==> src/rtl/dm_store_buffer.sv <==
// Posted-write store buffer: 1-cycle push/drain, combinational youngest-match forwarding; st_ready drops when full.
// Optional STBUF_COALESCE_EN merges a store into the youngest entry when it targets the same word.
module dm_store_buffer #(
  parameter int DEPTH = 4,
  parameter int CW    = 3
) (
  input  logic          clk,
  input  logic          rst_n,
  input  logic          st_valid,
  input  logic [31:0]   st_addr,
  input  logic [3:0]    st_be,
  input  logic [31:0]   st_data,
  output logic          st_ready,
  input  logic          ld_valid,
  input  logic [31:0]   ld_addr,
  input  logic [3:0]    ld_be,
  output logic          fwd_hit,
  output logic [31:0]   fwd_data,
  output logic          fwd_stall,
  output logic          mem_wr,
  output logic [31:0]   mem_addr,
  output logic [3:0]    mem_be,
  output logic [31:0]   mem_wd,
  output logic [CW-1:0] count,
  output logic          empty
);

  localparam int AW = (DEPTH > 1) ? $clog2(DEPTH) : 1;

  logic [29:0]      ent_word [DEPTH];
  logic [3:0]       ent_be   [DEPTH];
  logic [31:0]      ent_data [DEPTH];
  logic [DEPTH-1:0] ent_vld;

  logic [AW-1:0] head, tail;
  logic [CW-1:0] cnt;
  logic          full, push, merge;
  logic [29:0]   st_word, ld_word;

  function automatic logic [31:0] lane_mask(input logic [3:0] be);
    return {{8{be[3]}}, {8{be[2]}}, {8{be[1]}}, {8{be[0]}}};
  endfunction

  assign st_word  = st_addr[31:2];
  assign ld_word  = ld_addr[31:2];
  assign count    = cnt;
  assign empty    = (cnt == '0);
  assign full     = (cnt == CW'(DEPTH));
  assign st_ready = !full;

  // Loads own the shared address port unless the buffer is full.
  assign mem_wr   = !empty && (!ld_valid || full);
  assign mem_addr = mem_wr ? {ent_word[head], 2'b00} : ld_addr;
  assign mem_be   = ent_be[head];
  assign mem_wd   = ent_data[head];

`ifdef STBUF_COALESCE_EN
  logic [AW-1:0] youngest;
  assign youngest = tail - AW'(1);
  // The youngest entry cannot absorb a merge while it is leaving the buffer.
  assign merge = st_valid && !empty && (ent_word[youngest] == st_word)
                 && !(mem_wr && (cnt == CW'(1)));
  assign push  = st_valid && st_ready && !merge;
`else
  assign merge = 1'b0;
  assign push  = st_valid && st_ready;
`endif

  logic          found;
  logic [3:0]    match_be;
  logic [31:0]   match_data;
  logic [AW-1:0] idx;

  // Scan oldest to youngest so the last match seen is the youngest one.
  always_comb begin
    found      = 1'b0;
    match_be   = '0;
    match_data = '0;
    idx        = '0;
    for (int i = 0; i < DEPTH; i++) begin
      idx = head + AW'(i);
      if (ent_vld[idx] && (ent_word[idx] == ld_word)) begin
        found      = 1'b1;
        match_be   = ent_be[idx];
        match_data = ent_data[idx];
      end
    end
  end

  logic covered;
  assign covered   = ((match_be & ld_be) == ld_be);
  assign fwd_stall = ld_valid && (mem_wr || (found && !covered));
  assign fwd_hit   = ld_valid && found && covered && !mem_wr;
  assign fwd_data  = fwd_hit ? (match_data & lane_mask(ld_be)) : 32'h0;

  always_ff @(posedge clk or negedge rst_n) begin
    if (!rst_n) begin
      head    <= '0;
      tail    <= '0;
      cnt     <= '0;
      ent_vld <= '0;
    end else begin
      if (mem_wr) begin
        ent_vld[head] <= 1'b0;
        head          <= head + AW'(1);
      end
      if (push) begin
        ent_vld[tail] <= 1'b1;
        tail          <= tail + AW'(1);
      end
      case ({push, mem_wr})
        2'b10:   cnt <= cnt + CW'(1);
        2'b01:   cnt <= cnt - CW'(1);
        default: cnt <= cnt;
      endcase
    end
  end

  // Payload storage needs no reset: validity is tracked by ent_vld and cnt.
  always_ff @(posedge clk) begin
    if (push) begin
      ent_word[tail] <= st_word;
      ent_be[tail]   <= st_be;
      ent_data[tail] <= st_data;
    end
`ifdef STBUF_COALESCE_EN
    if (merge) begin
      ent_be[youngest]   <= ent_be[youngest] | st_be;
      ent_data[youngest] <= (ent_data[youngest] & ~lane_mask(st_be))
                            | (st_data & lane_mask(st_be));
    end
`endif
  end

endmodule

==> config.mk <==
export PLATFORM = sky130hd
export DESIGN_NAME = dm_store_buffer
export DESIGN_NICKNAME = d
export VERILOG_FILES = /design/src/rtl/dm_store_buffer.sv
export SDC_FILE = /design/constraint.sdc
export NUM_CORES = 1
export LEC_CHECK = 0
export CAP_MARGIN = 40
export CELL_PAD_IN_SITES_DETAIL_PLACEMENT = 0
export CELL_PAD_IN_SITES_GLOBAL_PLACEMENT = 1
export CORE_ASPECT_RATIO = 1.25
export CORE_MARGIN = 4
export CORE_UTILIZATION = 40
export CTS_BUF_LIST = sky130_fd_sc_hd__clkbuf_4
export DETAILED_ROUTE_END_ITERATION = 6
export GPL_ROUTABILITY_DRIVEN = 0
export PLACE_DENSITY = 0.8
export SLEW_MARGIN = 15
export SYNTH_ARGS = -nofsm -noshare
export SYNTH_HDL_FRONTEND = slang
export SYNTH_SLANG_ARGS = --single-unit
==> constraint.sdc <==
create_clock -name clk -period 13.2 [get_ports clk]
set_input_delay 2.64 -clock clk [delete_from_list [all_inputs] [get_ports clk]]
set_output_delay 2.64 -clock clk [all_outputs]
set_load 0.01 [all_outputs]
==> flow_metrics.tcl <==
set metrics [dict create \
    syn2layout_area_growth_pct 18.5 \
    tightest_slew_ns 0.835 \
    cts_max_level 3 \
    wl_per_cell_microns 25.1 \
    rsz0062_at_grt "false" \
    synth_nets 1565 \
    r2r_start "count[0]" \
    multi_input_area_sq_um 10600 \
    clkTransAtPathRegs_ns 0.06 \
    critPathArrivalTime_ns 7.88 \
    cp_max_fo 66 \
    crit_family "buffers and inverters" \
    final.setup.tns_ns 0 \
    cts_setup_buffers 0 \
    period_minus_slack_ns 10.52 \
    r2r_setup_slack_ns 10.47 \
    synth_top_area_share_pct 40.4 \
    final_cell_mix "264 x edfxtp_1, 213 x clkdlybuf4s50_1, 208 x mux4_2, 159 x mux2i_1, 124 x nand2_1" \
    grt_max_degree 67 \
    cts_buffer_depth 3 \
    finalNetCount 1755 \
    status "finished clean" \
    io_buffers 213 \
    syn_avg_cell_area_sq_um 13.6 \
    synth_seq_cells 275 \
    cp.buffers_inverters 5 \
    hold_viol_final 0 \
    antenna_found_initial 13 \
    cpMaxStageDelayCell "dfrtp_4" \
    synth_flop_cell "edfxtp_1" \
    wl_mm 58.9 \
    synth_area_sq_um 19600 \
    totalPowerFinal_mw 5.35 \
    grt_pass1_vias 14505 \
    track_usage_pct 22.1 \
    vdd_drop_max_mv 0.128 \
    via_per_inst 6.01 \
    synth_edf_count 264 \
    r2r_cells 4 \
    hold_path.startpoint "count[2]" \
    required_ns 10.56 \
    synth-async-reset-ratio_pct 4.00 \
    slew_headroom_pct 44.3 \
    hold_path_end "count[2]" \
    cts-root-buf "clkbuf_4" \
    cts_hold_buffers 0 \
    finalClockSkew_ns 0.0852 \
    io_pins 216 \
    initial_utilization_pct 40.6 \
    cts_resized 0 \
    synth_cell_type_count 71 \
    seq_area_frac_synth_pct 41.8 \
    r2r_end "ent_word[2][0]" \
    hold_path.class "flip-flop to flip-flop" \
    crit_chain "inv_1 > ha_4 > buf_4 > mux4_2 > xnor2_1 > nand4_1 > a2111oi_0 > o2111a_2 > buf_4 > inv_1 > mux2i_1 > o211ai_4 > nand4_4 > nor3_1 > clkdlybuf4s50_1" \
    timing.fmax_mhz 95.1 \
    cts_tree "built" \
    grt_pass1_wl_mm 88.7 \
    yosys_warnings 0 \
    cts-buffers-inserted 75 \
    area.sequential_sq_um 8210 \
    drv_slew 0 \
    power_density_nw_per_um2 230 \
    num_vias 14113 \
    synth_top_area_cell "edfxtp_1" \
    drive_gt1_share_pct 25.2 \
    end_kind "output pin" \
    fp-row-count 90 \
    ant_nets 0 \
    num-fill-cells 4336 \
    synth_area_leaders "edfxtp_1 40%, mux4_2 24%, mux2i_1 8.1%, xnor2_1 3.8%, mux2_2 2.4%" \
    fp.dieH_microns 256 \
    cts_sinks 275 \
    fin_crit_sh_pct 79.7 \
    cap_viol_max_count 0 \
    die_w_microns 206 \
    final_core_util_pct 48.1 \
    final_common_cell "edfxtp_1" \
    holdPathStages 1 \
    clk_latency_ns 0.81 \
    core-area_sq_um 48400 \
    p_leak_nw 8.14 \
    die_area_sq_um 52700 \
    setup.worst_path.start_class "flip-flop" \
    synthCells 1447 \
    crit_type "flip-flop to output pin" \
    hpwl_mm 40.9 \
    slowest_delay_ns 0.94 \
    drtIter0Drc 1081 \
    firstDrtPassIters 5 \
    drcViolationCount 0 \
    grt-ovfl-total 0 \
    setup_viol 0 \
]
==> kinds of logic after synthesis <==
kind of cell             share of synthesized area, %
XOR/XNOR                                         5.04
flip-flops                                       41.8
buffers and inverters                            4.40
AO/OA/AOI/OAI                                    6.55
AND/OR/NAND/NOR                                  7.20
adder cells (fa/ha/maj)                         0.675
multiplexers                                     34.4
==> through the flow <==
| stage | instance area, sq um | worst slack, ns | instances | hold WS, ns |
|---|---|---|---|---|
| 6_report | 23300 | 2.68 | 2347 | 0.545 |
| 5_1_grt | 23300 | 2.13 | 2343 | 0.556 |
| 4_1_cts | 23200 | 2.45 | 2338 | 0.547 |
| 3_5_place_dp | 22300 | 2.95 | 2202 | 0.536 |
| 3_3_place_gp | 22200 | 2.52 | 2198 | 0.521 |
| 2_1_floorplan | 19600 | 5.04 | 1447 | 0.472 |
==> how the worst max path moves through the flow <==
stage,depth (start not counted),end,startpoint
2_1_floorplan,12,fwd_data[0],ld_addr[22]
3_3_place_gp,13,fwd_data[29],ld_addr[2]
3_5_place_dp,14,fwd_data[29],ld_addr[2]
4_1_cts,14,fwd_data[29],head[0]
5_1_grt,15,fwd_data[29],head[0]
6_report,15,fwd_data[28],head[0]
==> cell type report <==
class | instances | share of cell area (%)
clock inverters | 38 | 0.914
multi-input cells | 979 | 45.6
clock buffers | 98 | 3.16
repair buffers | 243 | 10.5
well taps | 644 | 3.46
inverters | 63 | 1.02
diodes | 7 | 0.0753
flip-flops and latches | 275 | 35.3
==> power breakdown <==
| group | total, mW | switching, mW | internal [mW] |
|---|---|---|---|
| registers | 1.36 | 0.189 | 1.17 |
| logic | 3.24 | 1.62 | 1.62 |
| clock network | 0.762 | 0.371 | 0.391 |
==> flip-flops by register name, indices dropped and copies added (netlist names) <==
register and flops:
count 3, ent_be 16, ent_data 128, ent_vld 4, ent_word 120, head 2, tail 2
==> routing by layer <==
layer / global-route usage, % / share of wire (%)
met1: 26.9 / 38
met2: 37.6 / 51
met3: 5.59 / 8.2
met4: 8.38 / 3.1
met5: 0 / 0.13
==> Yosys cell counts (12+ instances only) <==
cell	n
clkbuf_1	55
buf_1	18
nor2_1	35
xnor2_1	86
nand4_1	15
edfxtp_1	264
mux4_2	208
mux2_2	42
xor2_1	27
o31ai_1	32
nor3_1	31
nand2_1	124
a21oi_1	13
buf_4	12
mux2i_1	159
o21ai_0	28
inv_1	61
buf_2	39
Note: power is estimated with default switching activity, not from simulation.
